===== config.mk =====
export PLATFORM = sky130hd
export DESIGN_NAME = ice_sl_arbiter_flat
export DESIGN_NICKNAME = d
export VERILOG_FILES = /design/src/rtl/ice_sl_arbiter_pkg.sv /design/src/rtl/ice_sl_arbiter_if.sv /design/src/rtl/ice_sl_arbiter_pick.sv /design/src/rtl/ice_sl_arbiter.sv /design/src/flat_wrapper.sv
export SDC_FILE = /design/constraint.sdc
export NUM_CORES = 1
export LEC_CHECK = 0
export ABC_AREA = 0
export ABC_CLOCK_PERIOD_IN_PS = 8700
export CORE_MARGIN = 3
export CORE_UTILIZATION = 52
export DETAILED_ROUTE_END_ITERATION = 16
export GPL_TIMING_DRIVEN = 0
export PLACE_DENSITY = 0.85
export RECOVER_POWER = 50
export SYNTH_ARGS = -nofsm -noshare
export SYNTH_HDL_FRONTEND = slang
export SYNTH_SLANG_ARGS = --single-unit

===== constraint.sdc =====
create_clock -name clk -period 8.7 [get_ports clk]
set_clock_uncertainty 0.1 [all_clocks]
set_input_delay 2.61 -clock clk [delete_from_list [all_inputs] [get_ports clk]]
set_output_delay 2.61 -clock clk [all_outputs]
set_load 0.005 [all_outputs]

===== src/rtl/ice_sl_arbiter_pkg.sv =====
// Shared types for the ICE slave-bus arbiter: FSM encoding, abort counter limits, index wrap helper.
package ice_sl_arbiter_pkg;

  typedef enum logic [1:0] {
    ST_IDLE = 2'd0,
    ST_OWN  = 2'd1,
    ST_GAP  = 2'd2
  } arb_state_e;

  localparam int ABORT_CNT_W = 8;
  localparam logic [ABORT_CNT_W-1:0] ABORT_CNT_MAX = 8'hFF;

  function automatic int wrap_inc(input int idx, input int n);
    return (idx + 1 >= n) ? 0 : idx + 1;
  endfunction

endpackage


===== src/rtl/ice_sl_arbiter_if.sv =====
// Request/grant bundle between the interface blocks (master) and the sl_* bus arbiter (slave).
interface ice_sl_arbiter_if #(
  parameter int NUM_DEV = 7,
  parameter int IDX_W   = 3
);
  logic [NUM_DEV-1:0] sl_arb_request;
  logic [NUM_DEV-1:0] sl_arb_grant;
  logic               sl_busy;
  logic [IDX_W-1:0]   sl_owner;

  modport master (output sl_arb_request, input sl_arb_grant, input sl_busy, input sl_owner);
  modport slave  (input sl_arb_request, output sl_arb_grant, output sl_busy, output sl_owner);
endinterface


===== src/rtl/ice_sl_arbiter_pick.sv =====
// Combinational winner selection over the eligible set: lowest index (fixed) or first at/after rr_ptr.
// Zero latency; no flow control of its own.
module ice_sl_arbiter_pick
  import ice_sl_arbiter_pkg::*;
#(
  parameter int NUM_DEV = 7,
  parameter int IDX_W   = 3
) (
  input  logic [NUM_DEV-1:0] elig,
  input  logic [IDX_W-1:0]   rr_ptr,
  input  logic               prio_mode,
  output logic               found,
  output logic [IDX_W-1:0]   idx
);

  int pos;

  always_comb begin
    found = 1'b0;
    idx   = '0;
    pos   = prio_mode ? int'(rr_ptr) : 0;
    for (int k = 0; k < NUM_DEV; k++) begin
      if (!found && elig[IDX_W'(pos)]) begin
        found = 1'b1;
        idx   = IDX_W'(pos);
      end
      pos = wrap_inc(pos, NUM_DEV);
    end
  end

endmodule


===== src/rtl/ice_sl_arbiter.sv =====
// Grant-holding arbiter for the shared ICE sl_* bus; grant appears 1 cycle after a pick, one idle cycle between owners.
// Owner holds until it drops its request; dev_enable removal (or the ICE_ARB_WATCHDOG_EN hold limit) forces release.
module ice_sl_arbiter
  import ice_sl_arbiter_pkg::*;
#(
  parameter int NUM_DEV  = 7,
  parameter int HOLD_MAX = 4096,
  parameter int IDX_W    = 3
) (
  input  logic                   clk,
  input  logic                   reset,
  input  logic [NUM_DEV-1:0]     dev_enable,
  input  logic                   prio_mode,
  ice_sl_arbiter_if.slave        arb_if,
  output logic                   arb_abort,
  output logic [ABORT_CNT_W-1:0] abort_count
);

  arb_state_e               state_q, state_d;
  logic [NUM_DEV-1:0]       grant_q, grant_d;
  logic [IDX_W-1:0]         owner_q, owner_d;
  logic                     busy_q, busy_d;
  logic                     abort_q, abort_d;
  logic [ABORT_CNT_W-1:0]   abort_cnt_q, abort_cnt_d;
  logic [IDX_W-1:0]         rr_ptr_q, rr_ptr_d;
  logic [NUM_DEV-1:0]       penalty_q, penalty_d;

  logic [NUM_DEV-1:0]       elig;
  logic                     pick_found;
  logic [IDX_W-1:0]         pick_idx;
  logic                     hold_expired;

  assign elig = arb_if.sl_arb_request & dev_enable & ~penalty_q;

  ice_sl_arbiter_pick #(
    .NUM_DEV (NUM_DEV),
    .IDX_W   (IDX_W)
  ) u_pick (
    .elig      (elig),
    .rr_ptr    (rr_ptr_q),
    .prio_mode (prio_mode),
    .found     (pick_found),
    .idx       (pick_idx)
  );

`ifdef ICE_ARB_WATCHDOG_EN
  localparam int HOLD_W = (HOLD_MAX > 1) ? $clog2(HOLD_MAX) : 1;
  logic [HOLD_W-1:0] hold_cnt_q, hold_cnt_d;

  assign hold_expired = (hold_cnt_q == HOLD_W'(HOLD_MAX - 1));

  always_comb begin
    hold_cnt_d = hold_cnt_q;
    if (state_q != ST_OWN) hold_cnt_d = '0;
    else                   hold_cnt_d = hold_cnt_q + 1'b1;
  end

  always_ff @(posedge clk) begin
    if (reset) hold_cnt_q <= '0;
    else       hold_cnt_q <= hold_cnt_d;
  end
`else
  assign hold_expired = 1'b0;
`endif

  always_comb begin
    state_d     = state_q;
    grant_d     = grant_q;
    owner_d     = owner_q;
    busy_d      = busy_q;
    abort_d     = 1'b0;
    abort_cnt_d = abort_cnt_q;
    rr_ptr_d    = rr_ptr_q;
    // A penalised device must show its request low for a cycle before it may compete again.
    penalty_d   = penalty_q & arb_if.sl_arb_request;

    case (state_q)
      ST_OWN: begin
        if (!dev_enable[owner_q] || hold_expired || !arb_if.sl_arb_request[owner_q]) begin
          state_d  = ST_GAP;
          grant_d  = '0;
          busy_d   = 1'b0;
          rr_ptr_d = IDX_W'(wrap_inc(int'(owner_q), NUM_DEV));
          if (!dev_enable[owner_q] || hold_expired) begin
            abort_d            = 1'b1;
            penalty_d[owner_q] = 1'b1;
            if (abort_cnt_q != ABORT_CNT_MAX) abort_cnt_d = abort_cnt_q + 1'b1;
          end
        end
      end
      // GAP is the turnaround cycle itself; the pick made during it lands one edge later.
      ST_IDLE, ST_GAP: begin
        state_d = ST_IDLE;
        if (pick_found) begin
          state_d = ST_OWN;
          grant_d = NUM_DEV'(1) << pick_idx;
          owner_d = pick_idx;
          busy_d  = 1'b1;
        end
      end
      default: state_d = ST_IDLE;
    endcase
  end

  always_ff @(posedge clk) begin
    if (reset) begin
      state_q     <= ST_IDLE;
      grant_q     <= '0;
      owner_q     <= '0;
      busy_q      <= 1'b0;
      abort_q     <= 1'b0;
      abort_cnt_q <= '0;
      rr_ptr_q    <= '0;
      penalty_q   <= '0;
    end else begin
      state_q     <= state_d;
      grant_q     <= grant_d;
      owner_q     <= owner_d;
      busy_q      <= busy_d;
      abort_q     <= abort_d;
      abort_cnt_q <= abort_cnt_d;
      rr_ptr_q    <= rr_ptr_d;
      penalty_q   <= penalty_d;
    end
  end

  assign arb_if.sl_arb_grant = grant_q;
  assign arb_if.sl_busy      = busy_q;
  assign arb_if.sl_owner     = owner_q;
  assign arb_abort           = abort_q;
  assign abort_count         = abort_cnt_q;

endmodule


===== src/flat_wrapper.sv =====
// flat-port wrapper written by rule: the top's interface ports become plain ports
module ice_sl_arbiter_flat import ice_sl_arbiter_pkg::*;
#(
  parameter int NUM_DEV  = 7,
  parameter int HOLD_MAX = 4096,
  parameter int IDX_W    = 3
)
  (clk, reset, dev_enable, prio_mode, arb_abort, abort_count, arb_if_sl_arb_request, arb_if_sl_arb_grant, arb_if_sl_busy, arb_if_sl_owner);
  ice_sl_arbiter_if #(.NUM_DEV(NUM_DEV), .IDX_W(IDX_W)) arb_if_i ();
  input  logic clk;
  input  logic reset;
  input  logic [NUM_DEV-1:0] dev_enable;
  input  logic prio_mode;
  output logic arb_abort;
  output logic [ABORT_CNT_W-1:0] abort_count;
  input wire logic [$bits(arb_if_i.sl_arb_request)-1:0] arb_if_sl_arb_request;
  output wire logic [$bits(arb_if_i.sl_arb_grant)-1:0] arb_if_sl_arb_grant;
  output wire logic [$bits(arb_if_i.sl_busy)-1:0] arb_if_sl_busy;
  output wire logic [$bits(arb_if_i.sl_owner)-1:0] arb_if_sl_owner;
  assign arb_if_i.sl_arb_request = arb_if_sl_arb_request;
  assign arb_if_sl_arb_grant = arb_if_i.sl_arb_grant;
  assign arb_if_sl_busy = arb_if_i.sl_busy;
  assign arb_if_sl_owner = arb_if_i.sl_owner;
  ice_sl_arbiter #(.NUM_DEV(NUM_DEV), .HOLD_MAX(HOLD_MAX), .IDX_W(IDX_W)) u_core (.clk(clk), .reset(reset), .dev_enable(dev_enable), .prio_mode(prio_mode), .arb_if(arb_if_i), .arb_abort(arb_abort), .abort_count(abort_count));
endmodule

==> run_results.csv <==
group,metric,value,unit
routing,antenna_left,0,
final_layout,regArea,641,um^2
power_and_ir_drop,power_leakage,1.76,nW
final_layout,drive_above_1_share,24.4,%
clock_tree,numClockSinks,32,
hold_path,hold_path.class,"register to register",
die,fp.dieH,85.3,um
placement,portBuffers,35,
clock_tree,cts_max_level,2,
grt,top_usage_layer,"met2",
placement,place.detailed.hpwl,7.50,mm
yosys,synthFlopType,"dfxtp_1",
die,ioPinCount,37,
die,row_count,28,
setup_path,end_kind,"register",
placement,place.gp.congestion,0.946,
routing,vias,3730,
grt,use_met2,46.3,%
clock_tree,cts-root-buf,"clkbuf_8",
yosys,synthCells,414,
yosys,yosysWarnings,0,
yosys,synth.area.top_cells,"dfxtp_1 20%, nand2_1 5.5%, nor2_1 5.1%",
grt,grt_pass1_wl,17.1,mm
die,chipWidth,85.3,um
timing,hold_viol_final,0,
setup_path,cp.arrival,8.64,ns
setup_path,critPathMaxStageDelay,0.55,ns
yosys,synth_area,3270,um^2
clock_tree,insertion_delay,0.28,ns
die,initial_utilization,54.6,%
timing,slew_headroom,41.3,%
final_layout,multiInputGateArea,2740,um^2
timing,fin_crit,8.52,ns
clock_tree,cts_buffers,5,
yosys,synth_seq_area_share,19.6,%
final_layout,finish.instance_area,4400,um^2
final_layout,n_antenna_cell,0,
status,status,"complete, no violations",
placement,place_area,3830,um^2
grt,grt_overflow,0,
power_and_ir_drop,max-vdd-ir-drop,0.288,mV
setup_path,critical_path_required,8.82,ns
run,drv.max_cap_violation_count,0,
setup_path,crit_path_start_kind,"input pin",
timing,final-setup-viol-count,0,
yosys,ys_types,84,
grt,met3_usage,2.23,%
grt,grtUsageTotal,28.5,%
clock_tree,cts_tree,"yes",
grt,grt_pass1_vias,3557,
routing,drtIter0Drc,409,
clock_tree,clockBufferDepth,2,
timing,finalCritPeriodShare,98.0,%
clock_tree,clkTransAtPathRegs,0.06,ns
die,die-area,7270,um^2
routing,drt_pass1_iterations,5,
routing,avgViaCountPerCell,6.63,
routing,drt-total-wl,10.7,mm
timing,holdWs,0.387,ns
yosys,yosys.area.top_type,"dfxtp_1",
timing,drv_slew,0,
routing,drcViolationCount,0,
timing,timing.setup.tns,0,ns
grt,grt_start_max_net_pins,11,
setup_path,setup.worst_path.class,"input pin to register",
routing,wl_per_cell,18.9,um
yosys,synth_nets,442,
grt,use_met1,38.9,%
yosys,synth_edf_count,0,
yosys,ys_ff_latch,32,
yosys,avgSynthCellArea,7.89,um^2
yosys,async_flop_share,0,%
power_and_ir_drop,power.density,315,nW/um^2
final_layout,fin_nets,515,
final_layout,num-fill-cells,440,
die,design.core.area,5990,um^2
setup_path,cp_slowest_cell,"a2111oi_4",
timing,worst_pin_slew,0.871,ns
timing,max_freq,117,MHz
setup_path,path_max_fanout,8,
yosys,synth_top_area_share,19.6,%
grt,antenna_found_initial,0,
final_layout,area_growth,34.6,%
power_and_ir_drop,power,0.00138,W
## metal layers
| metal | share of wire [%] | vias up |
|---|---|---|
| met5 | 0 | - |
| met4 | 3.1 | 0 |
| met3 | 7.2 | 30 |
| met2 | 46 | 188 |
| met1 | 43 | 1775 |
| li1 | - | 1737 |
## flip-flops by register name (all words and copies together) (netlist names)
| register | flops |
|---|---|
| u_core.abort_count | 8 |
| u_core.arb_abort | 1 |
| u_core.arb_if.sl_arb_grant | 7 |
| u_core.arb_if.sl_busy | 1 |
| u_core.arb_if.sl_owner | 3 |
| u_core.penalty_q | 7 |
| u_core.rr_ptr_q | 3 |
| u_core.state_q | 2 |
## synthesized netlist by cell type, types with 5 or more instances
library cell / count
nor3_1: 11
nor2b_1: 6
or2_2: 10
o211ai_1: 9
ha_1: 11
dfxtp_1: 32
a22o_1: 9
mux2i_1: 11
nand3_1: 11
clkbuf_1: 12
o21ai_0: 17
o21a_1: 5
inv_1: 12
or3_1: 8
buf_2: 5
o2111ai_1: 8
nand2_1: 48
and2_1: 5
a21oi_1: 16
a22oi_1: 8
nor4_1: 5
a211oi_1: 5
nand4_1: 5
nor2_1: 44
## cells in the final DEF, fill, tap and decap left out, types with 4 or more instances in the layout
cell,count
nand2_1,45
mux2_2,4
buf_6,5
dfxtp_1,32
or3_1,7
or2_2,8
nand4_1,5
o2111ai_1,8
a211oi_1,5
xor2_1,4
clkbuf_1,12
nor2b_1,6
a22oi_1,8
inv_1,10
ha_1,4
buf_4,28
dlygate4sd3_1,21
clkdlybuf4s50_1,13
nor2_1,43
nand3_1,11
mux2i_1,11
o21a_1,5
ha_4,5
clkbuf_8,5
a21oi_1,16
o211ai_1,9
a22o_1,9
o21ai_0,17
nor3_1,9
## cells by family (layout without fill, tap and decap cells)
family	count (synthesis)	in the layout	share of synthesized area, %
XOR/XNOR	7	7	1.88
buffers and inverters	35	109	4.90
AND/OR/NAND/NOR	172	172	26.8
AO/OA/AOI/OAI	140	140	36.4
multiplexers	17	17	6.13
flip-flops	32	32	19.6
adder cells (fa/ha/maj)	11	11	4.21
## worst max-delay path, delay by kind of cell
kind	cells	cell delay (ns)
and+or+nand+nor	8	1.67
adders and majority gates	4	0.67
buffers and inverters	7	0.91
AOI/OAI and AO/OA	11	2.76
## area by class of cell
class	count	area share, %
plain buffers	19	2.67
multi-input cells	347	62.4
clock buffers	6	1.65
repair buffers	68	14.4
well taps	75	2.13
inverters	14	1.42
clock inverters	2	0.796
flip-flops and latches	32	14.6
## final timing paths
kind                                              startpoint  slack, ns                                         end  cells after the start
setup / recovery                                   prio_mode       0.18  u_core.arb_if.sl_arb_grant[3]$_SDFFE_PP0P_                     30
hold / removal    u_core.arb_if.sl_arb_grant[2]$_SDFFE_PP0P_       0.39  u_core.arb_if.sl_arb_grant[2]$_SDFFE_PP0P_                      1
setup reg to reg             u_core.rr_ptr_q[2]$_SDFFE_PP0P_       2.05  u_core.arb_if.sl_arb_grant[3]$_SDFFE_PP0P_                     26
hold reg to reg   u_core.arb_if.sl_arb_grant[2]$_SDFFE_PP0P_       0.39  u_core.arb_if.sl_arb_grant[2]$_SDFFE_PP0P_                      1
## metrics by stage
step	instances	setup slack (ns)	util, %
floorplan	414	0.00827	-
detailed placement	524	-1.48	64.0
CTS	547	0.00435	69.9
global route	563	-0.0485	73.5
finish	563	0.178	73.5
global placement	524	-1.36	64.0
## where the power goes
group	switching [W]	internal (W)	total, W
registers	0.0000245	0.000174	0.000199
logic	0.000586	0.000461	0.00105
clock network	0.0000529	0.0000849	0.000138
total	0.000663	0.000721	0.00138
## repair_timing
item	CTS	global route
endpoints found under the hold margin	0	0
buffers inserted	15	18
resized for setup	26	24
setup endpoints to repair	12	12
hold buffers	0	0
pin swaps	15	16
Power figures use the tool's default switching activity.
